$ cat config.mk
export PLATFORM = sky130hd
export DESIGN_NAME = wash_countdown_timer_flat
export DESIGN_NICKNAME = d
export VERILOG_FILES = /design/src/rtl/wash_pkg.sv /design/src/rtl/wash_countdown_timer_if.sv /design/src/rtl/wash_countdown_timer_sec_to_mmss.sv /design/src/rtl/wash_countdown_timer.sv /design/src/flat_wrapper.sv
export SDC_FILE = /design/constraint.sdc
export NUM_CORES = 1
export LEC_CHECK = 0
export CORE_MARGIN = 2
export CORE_UTILIZATION = 50
export DETAILED_ROUTE_END_ITERATION = 7
export MAX_ROUTING_LAYER = met4
export PLACE_DENSITY_LB_ADDON = 0.1
export SYNTH_ARGS = -nofsm -noshare
export SYNTH_HDL_FRONTEND = slang
export SYNTH_SLANG_ARGS = --single-unit
$ cat constraint.sdc
create_clock -name clk -period 4 [get_ports clk]
set_input_delay 0.8 -clock clk [delete_from_list [all_inputs] [get_ports clk]]
set_output_delay 0.8 -clock clk [all_outputs]
set_load 0.005 [all_outputs]
$ cat src/rtl/wash_pkg.sv
// Shared types and constants for the wash countdown timer and its panel/sequencer neighbours.
// Pure definitions: no latency, no flow control.
package wash_pkg;

    typedef enum logic [1:0] {
        ST_IDLE  = 2'd0,
        ST_RUN   = 2'd1,
        ST_PAUSE = 2'd2,
        ST_DONE  = 2'd3
    } state_t;

    localparam int MAX_SEC_DEF  = 5999;
    localparam int SEC_W_DEF    = $clog2(MAX_SEC_DEF + 1);
    localparam int SEC_PER_MIN  = 60;
    localparam int WARN_SEC_DEF = 10;

    // Phase durations in seconds, loaded one by one by the top-level sequencer.
    localparam int PREWASH_SEC  = 300;
    localparam int WASH_SEC     = 2400;
    localparam int RINSE_SEC    = 900;
    localparam int DRY_SEC      = 1800;

endpackage

$ cat src/rtl/wash_countdown_timer_if.sv
// Control/status bundle between the phase sequencer (master) and the countdown timer (slave).
// Optional `warn` status exists only when WASH_TIMER_WARN_EN is defined.
interface wash_countdown_timer_if #(
    parameter int SEC_W = wash_pkg::SEC_W_DEF
);
    logic             tick;
    logic             load;
    logic [SEC_W-1:0] load_sec;
    logic             start;
    logic             pause;
    logic             abort;
    logic             tick_en;
    logic             running;
    logic             paused;
    logic             done;
    logic [SEC_W-1:0] remain_sec;
    logic [6:0]       disp_min;
    logic [5:0]       disp_sec;
`ifdef WASH_TIMER_WARN_EN
    logic             warn;
`endif

    modport master (
        output tick, load, load_sec, start, pause, abort,
        input  tick_en, running, paused, done, remain_sec, disp_min, disp_sec
`ifdef WASH_TIMER_WARN_EN
        , input warn
`endif
    );

    modport slave (
        input  tick, load, load_sec, start, pause, abort,
        output tick_en, running, paused, done, remain_sec, disp_min, disp_sec
`ifdef WASH_TIMER_WARN_EN
        , output warn
`endif
    );

endinterface

$ cat src/rtl/wash_countdown_timer_sec_to_mmss.sv
// Seconds to minutes:seconds converter, one registered cycle of latency, no backpressure.
// Constant divide by 60 settles combinationally within the cycle.
module sec_to_mmss
    import wash_pkg::*;
#(
    parameter int SEC_W = SEC_W_DEF
) (
    input  logic             clk,
    input  logic             reset_n,
    input  logic [SEC_W-1:0] sec,
    output logic [6:0]       disp_min,
    output logic [5:0]       disp_sec
);

    always_ff @(posedge clk or negedge reset_n) begin
        if (!reset_n) begin
            disp_min <= '0;
            disp_sec <= '0;
        end else begin
            disp_min <= 7'(sec / SEC_W'(SEC_PER_MIN));
            disp_sec <= 6'(sec % SEC_W'(SEC_PER_MIN));
        end
    end

endmodule

$ cat src/rtl/wash_countdown_timer.sv
// Loadable seconds countdown per wash phase; remain_sec updates on the tick edge, display one cycle later.
// No backpressure: commands are level-sampled each cycle; `warn` added when WASH_TIMER_WARN_EN is defined.
module wash_countdown_timer
    import wash_pkg::*;
#(
    parameter int MAX_SEC = MAX_SEC_DEF,
    parameter int SEC_W   = $clog2(MAX_SEC + 1)
`ifdef WASH_TIMER_WARN_EN
    , parameter int WARN_SEC = WARN_SEC_DEF
`endif
) (
    input  logic                   clk,
    input  logic                   reset_n,
    wash_countdown_timer_if.slave  bus
);

    state_t           state;
    logic [SEC_W-1:0] remain;
    logic             done_q;
    logic             load_ok;
    logic [SEC_W-1:0] load_val;

    // Loads during an active countdown are dropped so they cannot block start/pause/tick.
    assign load_ok  = bus.load && ((state == ST_IDLE) || (state == ST_DONE));
    assign load_val = (bus.load_sec > SEC_W'(MAX_SEC)) ? SEC_W'(MAX_SEC) : bus.load_sec;

    always_ff @(posedge clk or negedge reset_n) begin
        if (!reset_n) begin
            state  <= ST_IDLE;
            remain <= '0;
            done_q <= 1'b0;
        end else begin
            done_q <= 1'b0;
            if (bus.abort) begin
                state  <= ST_IDLE;
                remain <= '0;
            end else if (load_ok) begin
                state  <= ST_IDLE;
                remain <= load_val;
            end else begin
                case (state)
                    ST_IDLE: begin
                        if (bus.start) begin
                            if (remain == '0) begin
                                state  <= ST_DONE;
                                done_q <= 1'b1;
                            end else begin
                                state  <= ST_RUN;
                            end
                        end
                    end
                    ST_RUN: begin
                        if (bus.pause) begin
                            state <= ST_PAUSE;
                        end else if (bus.tick) begin
                            if (remain <= SEC_W'(1)) begin
                                remain <= '0;
                                state  <= ST_DONE;
                                done_q <= 1'b1;
                            end else begin
                                remain <= remain - SEC_W'(1);
                            end
                        end
                    end
                    ST_PAUSE: begin
                        if (bus.start) begin
                            state <= ST_RUN;
                        end
                    end
                    ST_DONE: begin
                        state <= ST_DONE;
                    end
                    default: begin
                        state <= ST_IDLE;
                    end
                endcase
            end
        end
    end

    // Enable drops outside RUN so the tick generator restarts its phase on resume.
    assign bus.tick_en    = (state == ST_RUN);
    assign bus.running    = (state == ST_RUN);
    assign bus.paused     = (state == ST_PAUSE);
    assign bus.done       = done_q;
    assign bus.remain_sec = remain;

`ifdef WASH_TIMER_WARN_EN
    assign bus.warn = (state == ST_RUN) && (remain != '0) && (remain <= SEC_W'(WARN_SEC));
`endif

    sec_to_mmss #(
        .SEC_W (SEC_W)
    ) u_mmss (
        .clk      (clk),
        .reset_n  (reset_n),
        .sec      (remain),
        .disp_min (bus.disp_min),
        .disp_sec (bus.disp_sec)
    );

endmodule

$ cat src/flat_wrapper.sv
// flat-port wrapper written by rule: the top's interface ports become plain ports
module wash_countdown_timer_flat import wash_pkg::*;
#(
    parameter int MAX_SEC = MAX_SEC_DEF,
    parameter int SEC_W   = $clog2(MAX_SEC + 1)

)
  (clk, reset_n, bus_tick, bus_load, bus_load_sec, bus_start, bus_pause, bus_abort, bus_tick_en, bus_running, bus_paused, bus_done, bus_remain_sec, bus_disp_min, bus_disp_sec);
  wash_countdown_timer_if #(.SEC_W(SEC_W)) bus_i ();
  input  logic clk;
  input  logic reset_n;
  input wire logic [$bits(bus_i.tick)-1:0] bus_tick;
  input wire logic [$bits(bus_i.load)-1:0] bus_load;
  input wire logic [$bits(bus_i.load_sec)-1:0] bus_load_sec;
  input wire logic [$bits(bus_i.start)-1:0] bus_start;
  input wire logic [$bits(bus_i.pause)-1:0] bus_pause;
  input wire logic [$bits(bus_i.abort)-1:0] bus_abort;
  output wire logic [$bits(bus_i.tick_en)-1:0] bus_tick_en;
  output wire logic [$bits(bus_i.running)-1:0] bus_running;
  output wire logic [$bits(bus_i.paused)-1:0] bus_paused;
  output wire logic [$bits(bus_i.done)-1:0] bus_done;
  output wire logic [$bits(bus_i.remain_sec)-1:0] bus_remain_sec;
  output wire logic [$bits(bus_i.disp_min)-1:0] bus_disp_min;
  output wire logic [$bits(bus_i.disp_sec)-1:0] bus_disp_sec;
  assign bus_i.tick = bus_tick;
  assign bus_i.load = bus_load;
  assign bus_i.load_sec = bus_load_sec;
  assign bus_i.start = bus_start;
  assign bus_i.pause = bus_pause;
  assign bus_i.abort = bus_abort;
  assign bus_tick_en = bus_i.tick_en;
  assign bus_running = bus_i.running;
  assign bus_paused = bus_i.paused;
  assign bus_done = bus_i.done;
  assign bus_remain_sec = bus_i.remain_sec;
  assign bus_disp_min = bus_i.disp_min;
  assign bus_disp_sec = bus_i.disp_sec;
  wash_countdown_timer #(.MAX_SEC(MAX_SEC), .SEC_W(SEC_W)) u_core (.clk(clk), .reset_n(reset_n), .bus(bus_i));
endmodule
==> reports/results.tsv, run 1 <==
metric	value	unit
register area share after synthesis	26.7	%
ANT cells	0	
root buffer cell	clkbuf_8	
largest net degree at the start of global routing	30	
CP bufs+invs	1	
slowest stage delay, CP	0.53	ns
Synth-to-Final Area Change	23.9	%
FFs w/ async S/R, synth	100	%
Initial Util	52.5	%
Synth Cell Area	2710	sq um
H-tree depth	2	
number of flops mapped to enable cells by yosys	0	
min cycle time layout	3.67	ns
kind of end point of the critical path	flip-flop	
fmax	0.273	GHz
I/O Buffers	49	
FF+latch count, synth	29	
Synth area leaders	dfrtp_1, o21ai_0, nand2_1	
Synth Net Count	366	
Total Routing Usage GR	26.0	%
fin nets	414	
status	finished clean	
Die W	77.7	microns
vias per cell	6.07	
vias in the first global route	2622	
final setup skew	0.00751	ns
cell count after synthesis	339	
post-synthesis xor/xnor area fraction	3.87	%
max layer used	met4	
via count	2781	
Post-DP Area	3260	sq um
Worst slew margin	59.8	%
wire length on met3	380	microns
layout cells sized above 1	11.1	%
routed wl met2	3590	microns
Worst path slowest cell	dfrtp_1	
mux contribution to synthesized area	1.48	%
Die H	77.7	microns
drt total wl	7420	microns
worst skew pair latency	0.29	ns
top-level I/O count	50	
main combinational cell family by area after synthesis	compound AO/OA/AOI/OAI gates	
CTS max path bufs	2	
Worst-path clk slew	0.07	ns
cts bufs inserted	5	
core box area	5170	sq um
total gr overflow	0	
Initial DRC Count	217	
Max Transition Viols Final	0	
critical path launch point type	flip-flop	
die area	6030	sq um
DR WL/cell	16.2	microns
CTS tree	done	
P_leak	1.33	nW
Peak VDD IR	444	uV
post-CTS sizing	0	
arrival time at the worst endpoint	3.88	ns
Synth Area in Adders	3.96	%
first-pass GRT wire length	12400	microns
Worst EP required	4.21	ns
Final Cycle Share	91.7	%
Post-DP HPWL	5440	microns
M1 wire length	3330	microns
Hold Path Class	reg -> reg	
Slew @ Worst Pin	0.588	ns
Placer Congestion	0.938	
Tot Pwr	2.76	mW
Hold Fails Final Rpt	0	
top_reg_cell synth	dfrtp_1	
critical path class	reg -> reg	
Synth Area in Compound Gates	31.6	%
# setup viols final	0	
fin util	65.0	%
PD cells	822	nW/um^2
setup TNS	0	ns
Top Family by Delay on Critical Path	compound AO/OA/AOI/OAI gates	
post-route cell area	3360	sq um
CP max FO	14	
drt first pass iters	5	
DRC Markers	0	
Synth top area share	26.7	%
syn avg cell area	8.01	sq um
Max-Cap Viols	0	
Yosys top cell by area	dfrtp_1	
number of library cell types mapped by synthesis	73	
initial antenna violation count	0	
final antenna-violating net count	0	
cell mode on critical path	o21ai_2	
post-synthesis simple-gate area fraction	25.3	%
yosys warns	0	
row cnt	26	
cts hold-fix bufs	0	
CTS Sinks	29	
cell chain of the critical path	buf_4 > or3b_4 > a21oi_4 > o21ai_2 > o311a_4 > o21ai_2 > a31oi_4 > a2111o_1 > a211o_1 > or4_1 > o21bai_1	
RSZ-0062 raised after global routing	no	
-- state kept, by name, indices dropped and copies added, names as in the netlist --
name	flops
u_core.bus.remain_sec	13
u_core.state	2
u_core.u_mmss.disp_min	7
u_core.bus.done	1
u_core.u_mmss.disp_sec	6
-- through the flow --
step | cells | hold slack, ns | worst slack [ns]
floorplan | 339 | 0.453 | 0.729
global placement | 448 | 0.478 | 0.359
detailed placement | 448 | 0.495 | 0.260
CTS | 456 | 0.509 | 0.203
global route | 458 | 0.527 | 0.00236
finish | 458 | 0.514 | 0.331
-- worst paths after layout --
path / to / cells after the start / slack (ns) / startpoint
min reg2reg: u_core.u_mmss.disp_sec[1]$_DFF_PN0_ / 0 / 0.51 / u_core.bus.remain_sec[1]$_DFFE_PN0P_
max reg2reg: u_core.u_mmss.disp_sec[5]$_DFF_PN0_ / 11 / 0.33 / u_core.bus.remain_sec[7]$_DFFE_PN0P_
max in group asynchronous: u_core.bus.remain_sec[0]$_DFFE_PN0P_ / 2 / 2.81 / reset_n
min: u_core.u_mmss.disp_sec[1]$_DFF_PN0_ / 0 / 0.51 / u_core.bus.remain_sec[1]$_DFFE_PN0P_
min in group asynchronous: u_core.state[0]$_DFFE_PN0P_ / 2 / 0.89 / reset_n
max: u_core.u_mmss.disp_sec[5]$_DFF_PN0_ / 11 / 0.33 / u_core.bus.remain_sec[7]$_DFFE_PN0P_
-- timing repair --
action,in CTS,in global routing
endpoints found under the setup margin,0,3
endpoints found under the hold margin,0,0
buffers inserted,0,2
-- cell usage in the layout, fill, tap and decap left out, types with 4 or more instances in the layout --
| cell | Yosys | routed |
|---|---|---|
| or2_2 | 4 | 4 |
| nand3_1 | 15 | 15 |
| o22ai_1 | 6 | 6 |
| o21ai_0 | 30 | 30 |
| nand2_1 | 30 | 30 |
| clkdlybuf4s50_1 | 0 | 49 |
| nor3_1 | 13 | 13 |
| and3_1 | 4 | 4 |
| ha_1 | 7 | 7 |
| inv_1 | 12 | 12 |
| nand4_1 | 4 | 4 |
| nor2_1 | 27 | 27 |
| dfrtp_1 | 29 | 29 |
| a21oi_1 | 17 | 17 |
| clkbuf_8 | 0 | 5 |
| a31oi_1 | 4 | 4 |
| buf_4 | 4 | 17 |
| mux2i_1 | 4 | 4 |
| xnor2_1 | 10 | 10 |
| a21o_1 | 5 | 5 |
| a22oi_1 | 4 | 4 |
| nand2b_1 | 7 | 7 |
-- logic make-up (layout without fill, tap and decap cells) --
group	Yosys count	after routing
and+or+nand+nor	130	130
AOI/OAI and AO/OA	117	117
buffers and inverters	38	87
DFF	29	29
xor gates and xnor gates	12	12
adders and majority gates	9	9
muxes	4	4
-- layout make-up --
cell class,count,area (sq um)
multi-input combinational,272,1800
clock buffer,5,68.8
sequential,29,726
clock inverter,3,17.5
timing repair buffer,66,618
fill,467,1810
tap,70,87.6
inverter,13,48.8
-- power breakdown --
part / internal, mW / switching (mW)
registers: 0.419 / 0.184
logic: 0.885 / 1.03
clock network: 0.120 / 0.126
-- Yosys cell counts, types with 3 or more instances --
cell type,count
nand3_1,15
nor2b_1,3
o211ai_1,3
or4_1,3
or3_1,3
or2_2,4
o22ai_1,6
buf_2,10
a211oi_1,3
nand2_1,30
ha_1,7
nand4_1,4
clkbuf_1,8
o31ai_1,3
buf_6,3
a21oi_1,17
a211o_1,3
nor2_1,27
dfrtp_1,29
o41ai_1,3
o21ai_0,30
a22oi_1,4
nor4_1,3
xnor2_1,10
and3_1,4
mux2i_1,4
nor3_1,13
a21o_1,5
a31oi_1,4
inv_1,12
buf_4,4
o21a_1,3
nand2b_1,7
-- per-layer routing --
layer / vias up / track usage [%]
li1: 1354 / -
met4: 0 / 8.75
met2: 100 / 42.2
met1: 1316 / 33.6
met5: - / -
met3: 11 / 3.49
(Power assumes the default switching activity.)
==> run 2: changes to the inputs <==
- CORE_UTILIZATION: 50 -> 44
- CTS_BUF_LIST: not set -> sky130_fd_sc_hd__clkbuf_4
==> run 2 against run 1 <==
Clock skew up 0.0016 ns. Die area rose by 13%. Highest routed layer unchanged. Power down 1.2%. Sequential power is 3% higher. Sequential share of layout area increased by 0.29 points. Largest power group unchanged. Design area fell by 1.0%. First-iteration DRC count fell by 27%.
==> reports/results.tsv, run 2 (synthesized netlist as in run 1, its figures left out) <==
metric	value	unit
status	finished clean	
final antenna-violating net count	0	
Post-DP Area	3240	sq um
ANT cells	0	
Max Transition Viols Final	0	
RSZ-0062 raised after global routing	no	
root buffer cell	clkbuf_4	
Peak VDD IR	391	uV
arrival time at the worst endpoint	3.88	ns
worst skew pair latency	0.34	ns
post-route cell area	3330	sq um
largest net degree at the start of global routing	30	
CP max FO	16	
CTS Sinks	29	
critical path launch point type	flip-flop	
Die W	82.5	microns
Worst slew margin	60.0	%
CTS max path bufs	2	
drt total wl	7240	microns
I/O Buffers	49	
cts hold-fix bufs	0	
Tot Pwr	2.73	mW
min cycle time layout	3.61	ns
H-tree depth	2	
first-pass GRT wire length	12200	microns
Fillers	570	
cts bufs inserted	5	
Placer Congestion	0.910	
initial antenna violation count	0	
post-CTS sizing	0	
kind of end point of the critical path	flip-flop	
Worst-path clk slew	0.11	ns
row cnt	28	
# setup viols final	0	
critical path class	reg -> reg	
Initial Util	45.6	%
Total Routing Usage GR	23.7	%
Post-DP HPWL	5390	microns
fin nets	408	
setup TNS	0	ns
commonest cells after routing, fill and taps aside	clkdlybuf4s50_1, nand2_1, o21ai_0	
die area	6810	sq um
total gr overflow	0	
vias per cell	6.00	
Die H	82.5	microns
P_leak	1.30	nW
DR WL/cell	15.8	microns
PD cells	820	nW/um^2
max reg flops	13	
fmax	0.277	GHz
Initial DRC Count	158	
DRC Markers	0	
Synth-to-Final Area Change	22.6	%
final setup skew	0.00907	ns
commonest non-fill, non-tap cell in the layout	clkdlybuf4s50_1	
layout cells sized above 1	10.5	%
Worst EP required	4.27	ns
CTS tree	done	
Max-Cap Viols	0	
hold_ws	0.501	ns
Final Cycle Share	90.3	%
drt first pass iters	4	
Hold Path Class	reg -> reg	
core box area	5960	sq um
Hold Fails Final Rpt	0	
Post-CTS Setup Inserts	0	
via count	2740	
vias in the first global route	2488	
top-level I/O count	50	
Slew @ Worst Pin	0.593	ns
## run 2: cell count changes in the layout (fill, tap and decap cells not counted)
cell / previous run / this run
buf_4: 17 / 11
clkbuf_4: 0 / 5
clkbuf_8: 5 / 0
clkinv_2: 2 / 0
dfrtp_1: 29 / 27
dfrtp_2: 0 / 2
a211oi_1: 3 / 2
a211oi_2: 0 / 1
bufinv_16: 0 / 1
clkinv_4: 0 / 1
## run 2: path summary, 6_finish.rpt
path | startpoint | endpoint | slack, ns | cells after the start
setup / recovery | u_core.bus.remain_sec[12]$_DFFE_PN0P_ | u_core.u_mmss.disp_sec[5]$_DFF_PN0_ | 0.39 | 10
hold / removal | u_core.bus.remain_sec[1]$_DFFE_PN0P_ | u_core.u_mmss.disp_sec[1]$_DFF_PN0_ | 0.50 | 0
setup reg to reg | u_core.bus.remain_sec[12]$_DFFE_PN0P_ | u_core.u_mmss.disp_sec[5]$_DFF_PN0_ | 0.39 | 10
hold reg to reg | u_core.bus.remain_sec[1]$_DFFE_PN0P_ | u_core.u_mmss.disp_sec[1]$_DFF_PN0_ | 0.50 | 0
max in group asynchronous | reset_n | u_core.bus.remain_sec[7]$_DFFE_PN0P_ | 2.86 | 2
min in group asynchronous | reset_n | u_core.state[1]$_DFFE_PN0P_ | 0.84 | 2
## run 2: power by group
part	switching, mW	internal [mW]	total, mW
logic	1.00	0.858	1.86
clock network	0.118	0.132	0.250
registers	0.200	0.419	0.619
## run 2: per-stage QoR
step,utilization [%],instances,worst slack (ns)
final,55.9,457,0.387
after global routing,55.9,457,0.0756
after CTS,55.8,457,0.194
after detailed placement,54.3,449,0.222
after global placement,54.3,449,0.333
after floorplan,-,339,0.729
## run 2: critical path: stages, from the launching register on
cell and delay, ns:
dfrtp_1 0.46, buf_4 0.22, a21o_1 0.22, a22oi_1 0.33, nand2_1 0.18, maj3_1 0.39, o211ai_1 0.51, nand2_1 0.27
a211o_1 0.30, or4_1 0.52, o21bai_1 0.15
## run 2: cell type report
type / count / area [sq um] / share of cell area (%)
multi-input combinational: 272 / 1800 / 54.1
sequential: 29 / 728 / 21.9
tap: 75 / 93.8 / 2.82
clock inverter: 3 / 46.3 / 1.39
clock buffer: 5 / 37.5 / 1.13
timing repair buffer: 60 / 573 / 17.2
inverter: 13 / 48.8 / 1.47
## run 2: metal layers
metal	routed length (microns)	vias to the layer above	GRT usage, %
met3	306	4	2.61
met5	0	-	-
li1	-	1350	-
met2	3430	70	38.1
met1	3450	1316	32.0
met4	44	0	5.74
==> run 3: changes to the inputs <==
- CTS_CLUSTER_DIAMETER: not set -> 30
- clock period: 4 -> 4.4 ns (I/O delays scaled with it)
==> run 3 against run 2 <==
Cell count shrank 1.5%. First-iteration DRC count increased by 7.6%. Utilization down 1.5 points. Register-to-register slack improved by 0.09 ns. Routed wire length up 2.6%. Clock skew up 0.0068 ns. Global-route usage down 0.083 points. Combinational power decreased by 15%. Sequential power about the same. Power down 13%. Largest power group unchanged.
==> reports/results.tsv, run 3 (synthesized netlist as in run 1, its figures left out) <==
metric	value	unit
cts hold-fix bufs	0	
fin nets	401	
initial antenna violation count	0	
die area	6810	sq um
# setup viols final	0	
status	finished clean	
smallest setup slack after layout	0.475	ns
fin util	54.4	%
cts bufs inserted	5	
worst skew pair latency	0.34	ns
Post-DP HPWL	5370	microns
P_leak	1.25	nW
Pint	1.18	mW
Reg power frac	26.1	%
Hold Path Class	reg -> reg	
hold_ws	0.503	ns
Initial Util	45.6	%
core box area	5960	sq um
Sw Ratio	50.5	%
layout cells sized above 1	8.00	%
Max-Cap Viols	0	
first-pass GRT wire length	12100	microns
kind of end point of the critical path	flip-flop	
CTS tree	done	
Max Transition Viols Final	0	
Slew @ Worst Pin	0.780	ns
CTS Sinks	29	
final setup skew	0.0159	ns
sw power	1.20	mW
row cnt	28	
RSZ-0062 raised after global routing	no	
post-CTS sizing	0	
Peak VDD IR	382	uV
drt total wl	7420	microns
Total Routing Usage GR	23.6	%
DR WL/cell	16.5	microns
setup TNS	0	ns
critical path class	reg -> reg	
commonest non-fill, non-tap cell in the layout	clkdlybuf4s50_1	
I/O Buffers	49	
Placer Congestion	0.914	
dpl ws	0.559	ns
vias per cell	6.12	
PD cells	734	nW/um^2
Initial DRC Count	170	
total gr overflow	0	
Worst slew margin	48.0	%
Post-CTS Setup Inserts	0	
Comb pwr share	67.0	%
critical path launch point type	flip-flop	
Die W	82.5	microns
largest net degree at the start of global routing	30	
vias in the first global route	2505	
root buffer cell	clkbuf_4	
Hold Fails Final Rpt	0	
Tot Pwr	2.38	mW
drt first pass iters	5	
final antenna-violating net count	0	
Final Cycle Share	89.2	%
DRC Markers	0	
Fillers	602	
Die H	82.5	microns
arrival time at the worst endpoint	4.19	ns
Clock power frac	7.0	%
Worst-path clk slew	0.11	ns
H-tree depth	2	
CP max FO	23	
min cycle time layout	3.93	ns
via count	2755	
commonest cells after routing, fill and taps aside	clkdlybuf4s50_1, nand2_1, o21ai_0	
ANT cells	0	
max reg flops	13	
Worst EP required	4.67	ns
Synth-to-Final Area Change	19.4	%
CTS max path bufs	2	
top-level I/O count	50	
fmax	0.255	GHz
run 3: cell types whose count changed in the layout (fill, tap and decap cells not counted):
cell,before,now
clkinv_4,1,0
clkinv_2,0,2
a211oi_1,2,3
dfrtp_1,27,29
a211oi_2,1,0
dfrtp_2,2,0
bufinv_16,1,0
buf_4,11,4
run 3: cell type report:
class	instances	area [sq um]	area share [%]
timing repair buffer	53	520	16.1
tap	75	93.8	2.90
clock buffer	5	37.5	1.16
inverter	13	48.8	1.51
clock inverter	3	17.5	0.541
sequential	29	726	22.4
multi-input combinational	272	1800	55.4
run 3: worst max-delay path: stages, from the launching register on:
cell	delay (ns)
dfrtp_1	0.87
nand3_1	0.38
o22ai_1	0.39
nor4b_4	0.09
buf_4	0.18
a21oi_1	0.21
o22ai_1	0.12
a211oi_1	0.44
o21ai_0	0.22
a211o_1	0.30
or4_1	0.52
o21bai_1	0.13
run 3: through the flow:
step | instances | instance area, sq um
after CTS | 450 | 3240
after global routing | 450 | 3240
final | 450 | 3240
after global placement | 442 | 3180
after floorplan | 339 | 2710
after detailed placement | 442 | 3180
run 3: power by group through the flow:
stage	clock [mW]	sequential (mW)	combinational, mW
6_report	0.166	0.620	1.59
2_1_floorplan	0	0.464	1.26
4_1_cts	0.172	0.617	1.58
5_1_grt	0.183	0.647	1.77
3_3_place_gp	0	0.619	1.57
3_5_place_dp	0	0.620	1.57
run 3: routing by layer:
metal	wire (microns)	track usage (%)	vias up	part of all wire, %
met1	3350	30.8	1274	45
met4	226	11.1	0	3.0
li1	-	-	1339	-
met5	0	-	-	0
met3	441	3.91	25	5.9
met2	3410	35.6	117	46
run 3: final timing paths:
kind                                                 startpoint  slack (ns)  cells past startpoint                                    to
hold / removal             u_core.bus.remain_sec[1]$_DFFE_PN0P_        0.50                      0   u_core.u_mmss.disp_sec[1]$_DFF_PN0_
hold reg to reg            u_core.bus.remain_sec[1]$_DFFE_PN0P_        0.50                      0   u_core.u_mmss.disp_sec[1]$_DFF_PN0_
min in group asynchronous                               reset_n        0.91                      2           u_core.state[0]$_DFFE_PN0P_
setup / recovery           u_core.bus.remain_sec[8]$_DFFE_PN0P_        0.47                     11   u_core.u_mmss.disp_sec[5]$_DFF_PN0_
setup reg to reg           u_core.bus.remain_sec[8]$_DFFE_PN0P_        0.47                     11   u_core.u_mmss.disp_sec[5]$_DFF_PN0_
max in group asynchronous                               reset_n        3.17                      2  u_core.bus.remain_sec[4]$_DFFE_PN0P_
